## src/rtl/xt_hb_domain_mux.sv

```systemverilog
// HB slave-domain decoder/mux: parametrised address windows, per-slave read latency FSM.
// Optional decode-error capture is enabled by defining XT_HB_DOMAIN_ERR_EN.
`ifndef ADDR_WIDTH
`define ADDR_WIDTH 32
`endif

package XT_BUS;
  typedef struct packed {
    logic [`ADDR_WIDTH-1:0] raddr;
    logic [`ADDR_WIDTH-1:0] waddr;
    logic [31:0]            wdata;
  } hb_slave_t;

  typedef struct packed {
    logic ren;
    logic wen;
  } sel_t;
endpackage

module xt_hb_domain_mux
  import XT_BUS::*;
#(
  parameter int unsigned SLAVE_NUM              = 4,
  parameter int unsigned SLAVE_BASE [SLAVE_NUM] = '{0, 4, 12, 28},
  parameter int unsigned SLAVE_SIZE [SLAVE_NUM] = '{4, 8, 16, 4},
  parameter int unsigned SLAVE_RLAT [SLAVE_NUM] = '{1, 1, 1, 1}
) (
  input  logic                          hb_clk,
  input  logic                          hb_rst_n,
  input  hb_slave_t                     xt_hb,
  input  sel_t                          sel,
  input  logic [SLAVE_NUM-1:0][31:0]    hb_data_in,
  input  logic                          err_clr,
  output logic                          read_finish,
  output logic                          write_finish,
  output logic [31:0]                   rdata,
  output sel_t [SLAVE_NUM-1:0]          hb_sel,
  output logic                          access_err,
  output logic [`ADDR_WIDTH-1:0]        err_addr,
  output logic                          err_is_write
);

  localparam int unsigned IDX_W = (SLAVE_NUM > 1) ? $clog2(SLAVE_NUM) : 1;

  typedef enum logic [1:0] {
    S_IDLE,
    S_WAIT,
    S_FINISH
  } state_t;

  state_t           r_state;
  logic [2:0]       r_cnt;
  logic [IDX_W-1:0] r_idx;
  logic             r_read_finish;
  logic [31:0]      r_rdata;

  logic             w_rhit;
  logic [IDX_W-1:0] w_ridx;
  logic [3:0]       w_rlat;
  logic             w_whit;
  logic [IDX_W-1:0] w_widx;
  logic             w_rd_accept;
  logic             w_unused;

  function automatic logic in_win(input logic [`ADDR_WIDTH-1:0] addr, input int unsigned i);
    logic [63:0] a;
    logic [63:0] lo;
    logic [63:0] hi;
    a  = 64'(addr);
    lo = 64'(SLAVE_BASE[i]);
    hi = lo + 64'(SLAVE_SIZE[i]);
    return (a >= lo) && (a < hi);
  endfunction

  // First match in ascending index order gives the lowest index priority on overlaps.
  always_comb begin
    w_rhit = 1'b0;
    w_ridx = '0;
    w_rlat = '0;
    w_whit = 1'b0;
    w_widx = '0;
    for (int unsigned i = 0; i < SLAVE_NUM; i++) begin
      if (!w_rhit && in_win(xt_hb.raddr, i)) begin
        w_rhit = 1'b1;
        w_ridx = IDX_W'(i);
        w_rlat = 4'(SLAVE_RLAT[i]);
      end
      if (!w_whit && in_win(xt_hb.waddr, i)) begin
        w_whit = 1'b1;
        w_widx = IDX_W'(i);
      end
    end
  end

  assign w_rd_accept = (r_state == S_IDLE) && sel.ren;

  always_comb begin
    hb_sel = '0;
    if (sel.wen && w_whit) hb_sel[w_widx].wen = 1'b1;
    if (w_rd_accept && w_rhit) hb_sel[w_ridx].ren = 1'b1;
  end

  assign write_finish = 1'b1;
  assign read_finish  = r_read_finish;
  assign rdata        = r_rdata;

  // read_finish is registered, so capture happens one cycle before the finish cycle:
  // RLAT=1 captures straight from IDLE, longer latencies capture in WAIT when cnt reaches 1.
  always_ff @(posedge hb_clk or negedge hb_rst_n) begin
    if (!hb_rst_n) begin
      r_state       <= S_IDLE;
      r_cnt         <= '0;
      r_idx         <= '0;
      r_read_finish <= 1'b0;
      r_rdata       <= '0;
    end else begin
      r_read_finish <= 1'b0;
      case (r_state)
        S_IDLE: begin
          if (sel.ren) begin
            r_idx <= w_ridx;
            if (!w_rhit) begin
              r_rdata       <= '0;
              r_read_finish <= 1'b1;
              r_state       <= S_FINISH;
            end else if (w_rlat <= 4'd1) begin
              r_rdata       <= hb_data_in[w_ridx];
              r_read_finish <= 1'b1;
              r_state       <= S_FINISH;
            end else begin
              r_cnt   <= 3'(w_rlat - 4'd1);
              r_state <= S_WAIT;
            end
          end
        end
        S_WAIT: begin
          if (r_cnt <= 3'd1) begin
            r_rdata       <= hb_data_in[r_idx];
            r_read_finish <= 1'b1;
            r_state       <= S_FINISH;
          end else begin
            r_cnt <= r_cnt - 3'd1;
          end
        end
        S_FINISH: r_state <= S_IDLE;
        default:  r_state <= S_IDLE;
      endcase
    end
  end

`ifdef XT_HB_DOMAIN_ERR_EN
  logic                   r_access_err;
  logic [`ADDR_WIDTH-1:0] r_err_addr;
  logic                   r_err_is_write;
  logic                   w_rerr;
  logic                   w_werr;

  assign w_rerr = w_rd_accept && !w_rhit;
  assign w_werr = sel.wen && !w_whit;

  // A new error in the clear cycle wins and reloads the capture registers.
  always_ff @(posedge hb_clk or negedge hb_rst_n) begin
    if (!hb_rst_n) begin
      r_access_err   <= 1'b0;
      r_err_addr     <= '0;
      r_err_is_write <= 1'b0;
    end else if (w_rerr || w_werr) begin
      r_access_err <= 1'b1;
      if (!r_access_err || err_clr) begin
        r_err_addr     <= w_rerr ? xt_hb.raddr : xt_hb.waddr;
        r_err_is_write <= !w_rerr;
      end
    end else if (err_clr) begin
      r_access_err   <= 1'b0;
      r_err_addr     <= '0;
      r_err_is_write <= 1'b0;
    end
  end

  assign access_err   = r_access_err;
  assign err_addr     = r_err_addr;
  assign err_is_write = r_err_is_write;
  assign w_unused     = ^xt_hb.wdata;
`else
  assign access_err   = 1'b0;
  assign err_addr     = '0;
  assign err_is_write = 1'b0;
  assign w_unused     = ^{xt_hb.wdata, err_clr};
`endif

endmodule

```

## config.mk

```make
export PLATFORM = sky130hd
export DESIGN_NAME = xt_hb_domain_mux
export DESIGN_NICKNAME = d
export VERILOG_FILES = /design/src/rtl/xt_hb_domain_mux.sv
export SDC_FILE = /design/constraint.sdc
export NUM_CORES = 1
export LEC_CHECK = 0
export BUFFER_PORTS_ARGS = -buffer_cell sky130_fd_sc_hd__buf_2
export CAP_MARGIN = 20
export CORE_UTILIZATION = 25
export CTS_BUF_LIST = sky130_fd_sc_hd__clkbuf_16
export DETAILED_ROUTE_END_ITERATION = 7
export SYNTH_ARGS = -nofsm -noshare
export SYNTH_HDL_FRONTEND = slang
export SYNTH_SLANG_ARGS = --single-unit
```

## constraint.sdc

```tcl
create_clock -name hb_clk -period 2.8 [get_ports hb_clk]
set_input_delay 0.28 -clock hb_clk [delete_from_list [all_inputs] [get_ports hb_clk]]
set_output_delay 0.28 -clock hb_clk [all_outputs]
set_load 0.1 [all_outputs]
```

==> results.py, run 1 <==
metrics = {
    "pwr": {
        "peakVddDrop_v": 0.0001921,
        "total_leakage_power_uw": 0.002635,
        "power.density_nw_per_um2": 359.3,
        "report.power.total_uw": 1770,
    },
    "global_routing": {
        "grtUsageMet3": 0.02528,
        "grt_pass1_vias": 3666,
        "busiest_grt_layer": "met2",
        "grt_met2_use": 0.2906,
        "gr-usage-met1": 0.1947,
        "antenna_found_initial": 0,
        "overflow": 0,
        "grt_start_max_net_pins": 43,
        "grt_first_pass_wirelength_um": 18470,
        "grt.total_usage": 0.1588,
    },
    "critical_path": {
        "critical_path_required_ps": 2520,
        "startpoint": "r_state[1]",
        "crit_chain": "nand2b_4 > inv_2 > nand4_2 > nor4_4 > buf_2",
        "critical_path.startpoint_type": "flop",
        "ff2ff_path_depth": 6,
        "worstReg2RegStart": "r_state[1]",
        "critPathKind": "reg -> out",
        "worst_setup_path_end_kind": "output pin",
        "slowest_delay_ps": 460,
        "critical-path-slowest-cell": "sky130_fd_sc_hd__buf_2",
        "cp.arrival_ps": 2010,
        "r2r_setup_slack_ps": 1010,
        "critical_path.max_fanout": 34,
    },
    "routing": {
        "vias": 3886,
        "drt_iter0_drc": 163,
        "drc": 0,
        "drt-total-wl_um": 12030,
        "routed_via_density": 4.894,
        "detail-route-antenna-nets": 0,
        "number_of_iterations_in_the_first_detailed_routing_pass": 5,
        "detailed_route_wire_length_per_cell_um": 15.15,
    },
    "finish": {
        "area_growth_syn_to_layout_pct": 36.70,
        "layout.cells.most_common": "sky130_fd_sc_hd__buf_2",
        "drive_above_1_share": 0.4642,
        "layout_common_cells": "sky130_fd_sc_hd__buf_2 (228), sky130_fd_sc_hd__mux2i_1 (65), sky130_fd_sc_hd__conb_1 (35)",
        "antenna_cells": 0,
        "final_nets": 843,
    },
    "synthesis": {
        "yosys_warnings": 0,
        "yosys_register_bits": 34,
        "ys_seq_area_frac": 0.2361,
        "netlist_instances": 403,
        "dominantRegCellSynth": "sky130_fd_sc_hd__dfrtp_1",
        "synth_edf_count": 0,
        "asyncSetResetFlopFracSynth": 1.000,
        "synthDistinctLibCells": 35,
        "mappedNetlistArea_um2": 3603,
        "avgSynthCellArea_um2": 8.942,
    },
    "run_status": {
        "outcome": "finished clean",
    },
    "clocking": {
        "ctsLongestPathBuffers": 2,
        "postCtsHoldBufs": 0,
        "num_cts_buffers": 5,
        "path_clk_slew_ps": 50,
        "post_cts.resized_instances": 0,
        "worst_skew_pair.late_latency_ps": 270,
        "clock_tree.htree_level_count": 2,
        "cts.root.buffer_cell": "sky130_fd_sc_hd__clkbuf_16",
        "tritoncts": "yes",
        "cts.sinks": 34,
        "post_cts.repair.setup_buffers": 0,
    },
    "timing": {
        "report.final.setup_viol": 0,
        "fin_worst_skew_ps": 5.557,
        "postLayoutSetupSlackWorst_ps": 512.8,
        "timing.setup.tns_ps": 0,
        "highest_clock_rate_ghz": 0.4372,
        "setup_repair_after_global_routing_missed_its_margin": "false",
        "tightest_slew_ps": 812.8,
        "maxSlewViolCount": 0,
        "period_share": 0.8169,
        "fin_crit_ps": 2287,
        "worst_slew_margin_relative_to_its_limit": 0.4582,
        "finalHoldViolCount": 0,
    },
    "die": {
        "chipWidth_um": 122.1,
        "rows": 43,
        "die_area_um2": 14900,
        "placeableCoreArea_um2": 13990,
        "floorplan.die.height_um": 122.1,
        "initial_utilization": 0.2576,
        "io_pins": 305,
    },
    "placement": {
        "dpl_worst_slack_ps": 696.7,
        "hpwlAfterDp_um": 8912,
        "global_placer_s_final_weighted_congestion": 0.6871,
        "numPortBuffers": 232,
    },
    "min_path": {
        "hold_path_class": "in -> async",
    },
    "run": {
        "cap_viol_max_count": 0,
    },
}
-- path summary, 6_finish.rpt --
| kind | to |
|---|---|
| setup / recovery | hb_sel[3] |
| setup reg to reg | rdata[11] |
| max in group asynchronous | r_state[1] |
| hold / removal | rdata[13] |
| hold reg to reg | rdata[7] |
| min in group hb_clk | rdata[4] |
-- routing by layer --
metal	share of wire	vias to the layer above
met2	0.51	175
li1	-	1905
met3	0.063	8
met1	0.42	1798
met4	0.0071	0
met5	0	-
-- critical path: cells and delay by family (launching register included) --
| family | cells | cell delay [ps] |
|---|---|---|
| AND/OR/NAND/NOR | 3 | 780 |
| buffers and inverters | 2 | 600 |
| flip-flops | 1 | 350 |
-- kinds of logic (layout without fill, tap and decap cells) --
kind of cell,count (synthesis),in the layout,synth area share
XOR/XNOR,2,2,0.004862
buffers and inverters,74,252,0.1465
flip-flops,34,34,0.2361
multiplexers,65,65,0.1806
AO/OA/AOI/OAI,130,130,0.2701
AND/OR/NAND/NOR,96,96,0.1597
other,2,35,0.002084
-- power breakdown --
part | internal (uW) | total (uW) | switching [uW]
combinational | 216 | 662 | 446
sequential | 493 | 494 | 0.417
clock | 412 | 614 | 202
total | 1120 | 1770 | 649
-- Yosys cell counts, drive strengths merged (2+ instances only) --
master	count	area, um^2
a21oi	33	165.2
a22oi	32	240.2
a32o	32	346.6
buf	67	501.7
clkbuf	4	15.01
conb	2	7.510
dfrtp	34	850.8
inv	3	11.26
mux2i	65	650.6
nand2b	32	207.7
nand4	3	25.02
nor2	35	143.9
nor4	16	118.9
nor4b	3	32.53
o22ai	31	193.9
xnor2	2	17.52
-- cell type report --
type / instances / area (um^2)
multi-input cells: 328 / 2396
flip-flops and latches: 34 / 850.8
clock buffers: 5 / 125.1
inverters: 3 / 11.26
well taps: 180 / 225.2
repair buffers: 242 / 1284
fillers: 1533 / 9062
clock inverters: 2 / 33.78
-- flip-flops by register name (all words and copies together) (netlist names) --
signal       cells
r_state          1
rdata           32
read_finish      1
-- through the flow --
stage                     instances  utilization  area, um^2  hold WS (ps)
after CTS                       794       0.3521        4926         122.7
after floorplan                 436            -        3757        -15.59
after detailed placement        787       0.3408        4767         421.4
final                           794       0.3521        4926         100.8
after global placement          787       0.3408        4767         422.6
after global routing            794       0.3521        4926         165.5
No activity file was read; power rests on OpenSTA's default activity.
==> run 2, diff against run 1 <==
==> constraint.sdc (replaced) <==
create_clock -name hb_clk -period 1.87 [get_ports hb_clk]
set_input_delay 0.187 -clock hb_clk [delete_from_list [all_inputs] [get_ports hb_clk]]
set_output_delay 0.187 -clock hb_clk [all_outputs]
set_load 0.1 [all_outputs]
==> results.py, run 2 (synthesis gave the netlist of run 1 again) <==
metrics = {
    "run_status": {
        "outcome": "finished clean",
    },
    "placement": {
        "dpl-instance-area_um2": 5064,
        "numPortBuffers": 232,
        "dpl_worst_slack_ps": 131.4,
        "global_placer_s_final_weighted_congestion": 0.7292,
        "hpwlAfterDp_um": 9046,
    },
    "routing": {
        "vias": 3978,
        "routed_via_density": 4.917,
        "drc": 0,
        "detailed_route_wire_length_per_cell_um": 14.85,
        "detail-route-antenna-nets": 0,
        "number_of_iterations_in_the_first_detailed_routing_pass": 4,
        "drt-total-wl_um": 12020,
        "drt_iter0_drc": 153,
    },
    "finish": {
        "finalInstanceArea_um2": 5228,
        "fill_cells": 1488,
        "final_nets": 857,
        "multi_input_area_um2": 2520,
        "layout.cells.most_common": "sky130_fd_sc_hd__buf_2",
        "drive_above_1_share": 0.4928,
        "largest_reg_flops": 32,
        "layout_common_cells": "sky130_fd_sc_hd__buf_2 (223), sky130_fd_sc_hd__mux2i_1 (65), sky130_fd_sc_hd__conb_1 (35)",
        "antenna_cells": 0,
        "regArea_um2": 850.8,
        "area_growth_syn_to_layout_pct": 45.07,
    },
    "global_routing": {
        "grt_start_max_net_pins": 35,
        "grt.total_usage": 0.1582,
        "antenna_found_initial": 0,
        "overflow": 0,
        "grt_first_pass_wirelength_um": 18350,
        "grt_pass1_vias": 3721,
    },
    "timing": {
        "period_share": 0.9608,
        "tightest_slew_ps": 846.4,
        "report.final.setup_viol": 0,
        "worst_slew_margin_relative_to_its_limit": 0.4357,
        "setup_repair_after_global_routing_missed_its_margin": "true",
        "postLayoutSetupSlackWorst_ps": 73.29,
        "finalHoldViolCount": 0,
        "highest_clock_rate_ghz": 0.5566,
        "fin_worst_skew_ps": 2.913,
        "fin_crit_ps": 1797,
        "maxSlewViolCount": 0,
    },
    "critical_path": {
        "cp.arrival_ps": 1610,
        "worst_path_dominant_cell_family": "simple AND/OR/NAND/NOR gates",
        "worst_setup_path_end_kind": "output pin",
        "critical_path_buf_inv_count": 2,
        "critical_path_required_ps": 1680,
        "critical-path-slowest-cell": "sky130_fd_sc_hd__dfrtp_1",
        "worstReg2RegStart": "r_state[1]",
        "slowest_delay_ps": 350,
        "critical_path.max_fanout": 4,
        "critical_path.startpoint_type": "flop",
        "critPathKind": "reg -> out",
        "crit_chain": "nand2b_4 > inv_4 > nand4_4 > nor2_4 > nor4b_4 > buf_12",
        "startpoint": "r_state[1]",
    },
    "pwr": {
        "power.density_nw_per_um2": 496.1,
        "report.power.total_uw": 2593,
        "total_leakage_power_uw": 0.002732,
        "peakVddDrop_v": 0.0003336,
    },
    "clocking": {
        "post_cts.resized_instances": 0,
        "cts.root.buffer_cell": "sky130_fd_sc_hd__clkbuf_16",
        "num_cts_buffers": 5,
        "cts.sinks": 34,
        "worst_skew_pair.late_latency_ps": 280,
        "tritoncts": "yes",
        "ctsLongestPathBuffers": 2,
        "path_clk_slew_ps": 60,
        "postCtsHoldBufs": 0,
        "clock_tree.htree_level_count": 2,
    },
    "die": {
        "io_pins": 305,
        "rows": 43,
        "floorplan.die.height_um": 122.1,
        "initial_utilization": 0.2576,
        "placeableCoreArea_um2": 13990,
        "chipWidth_um": 122.1,
        "die_area_um2": 14900,
    },
    "run": {
        "cap_viol_max_count": 0,
    },
    "min_path": {
        "hold_path_class": "in -> async",
    },
}
## run 2: changes by cell type in the layout (fill, tap and decap cells not counted), moves of 2 or more
cell,change
sky130_fd_sc_hd__buf_2,-5
sky130_fd_sc_hd__nor2_2,+2
sky130_fd_sc_hd__nor4b_4,+2
sky130_fd_sc_hd__nor4_1,-7
sky130_fd_sc_hd__buf_12,+6
sky130_fd_sc_hd__nor2_4,-2
sky130_fd_sc_hd__nor4_2,+3
sky130_fd_sc_hd__buf_4,+13
sky130_fd_sc_hd__nor4_4,+4
## run 2: path summary, 6_finish.rpt
kind	end	slack [ps]	depth (start not counted)
max in group asynchronous	rdata[30]	1330	1
setup / recovery	hb_sel[1]	70	6
hold reg to reg	rdata[2]	490	1
min in group hb_clk	read_finish	170	3
hold / removal	rdata[15]	7	1
setup reg to reg	rdata[20]	300	8
## run 2: stage by stage
stage	hold WS (ps)	std cells	TNS (ps)	utilization
final	7.344	809	0	0.3737
after global routing	87.57	809	-34.81	0.3737
after CTS	51.54	809	0	0.3737
after detailed placement	358.9	798	0	0.3620
after global placement	343.0	798	0	0.3620
after floorplan	-108.6	436	-967.5	-
## run 2: timing repair
item | in CTS | in global routing
pin swaps | 1 | 1
buffers inserted | 3 | 0
hold endpoints to repair | 0 | 0
endpoints found under the setup margin | 1 | 1
## run 2: layout make-up
class                      instances  share of cell area
timing repair buffer             256              0.2824
clock inverter                     3            0.003112
inverter                           3            0.002633
sequential                        34              0.1628
multi-input combinational        328              0.4820
tap                              180             0.04308
clock buffer                       5             0.02393
## run 2: report_power, final
group	internal, uW	switching [uW]	leakage [uW]
sequential	739	0.522	0.000472
clock	487	338	0.0000672
combinational	344	686	0.00219
## run 2: per-layer routing
metal | vias up | wire length, um | track usage
met4 | 0 | 117 | 0.03582
met1 | 1854 | 4877 | 0.1852
met3 | 9 | 918 | 0.03464
met5 | - | 0 | 0
li1 | 1929 | - | -
met2 | 186 | 6103 | 0.2906
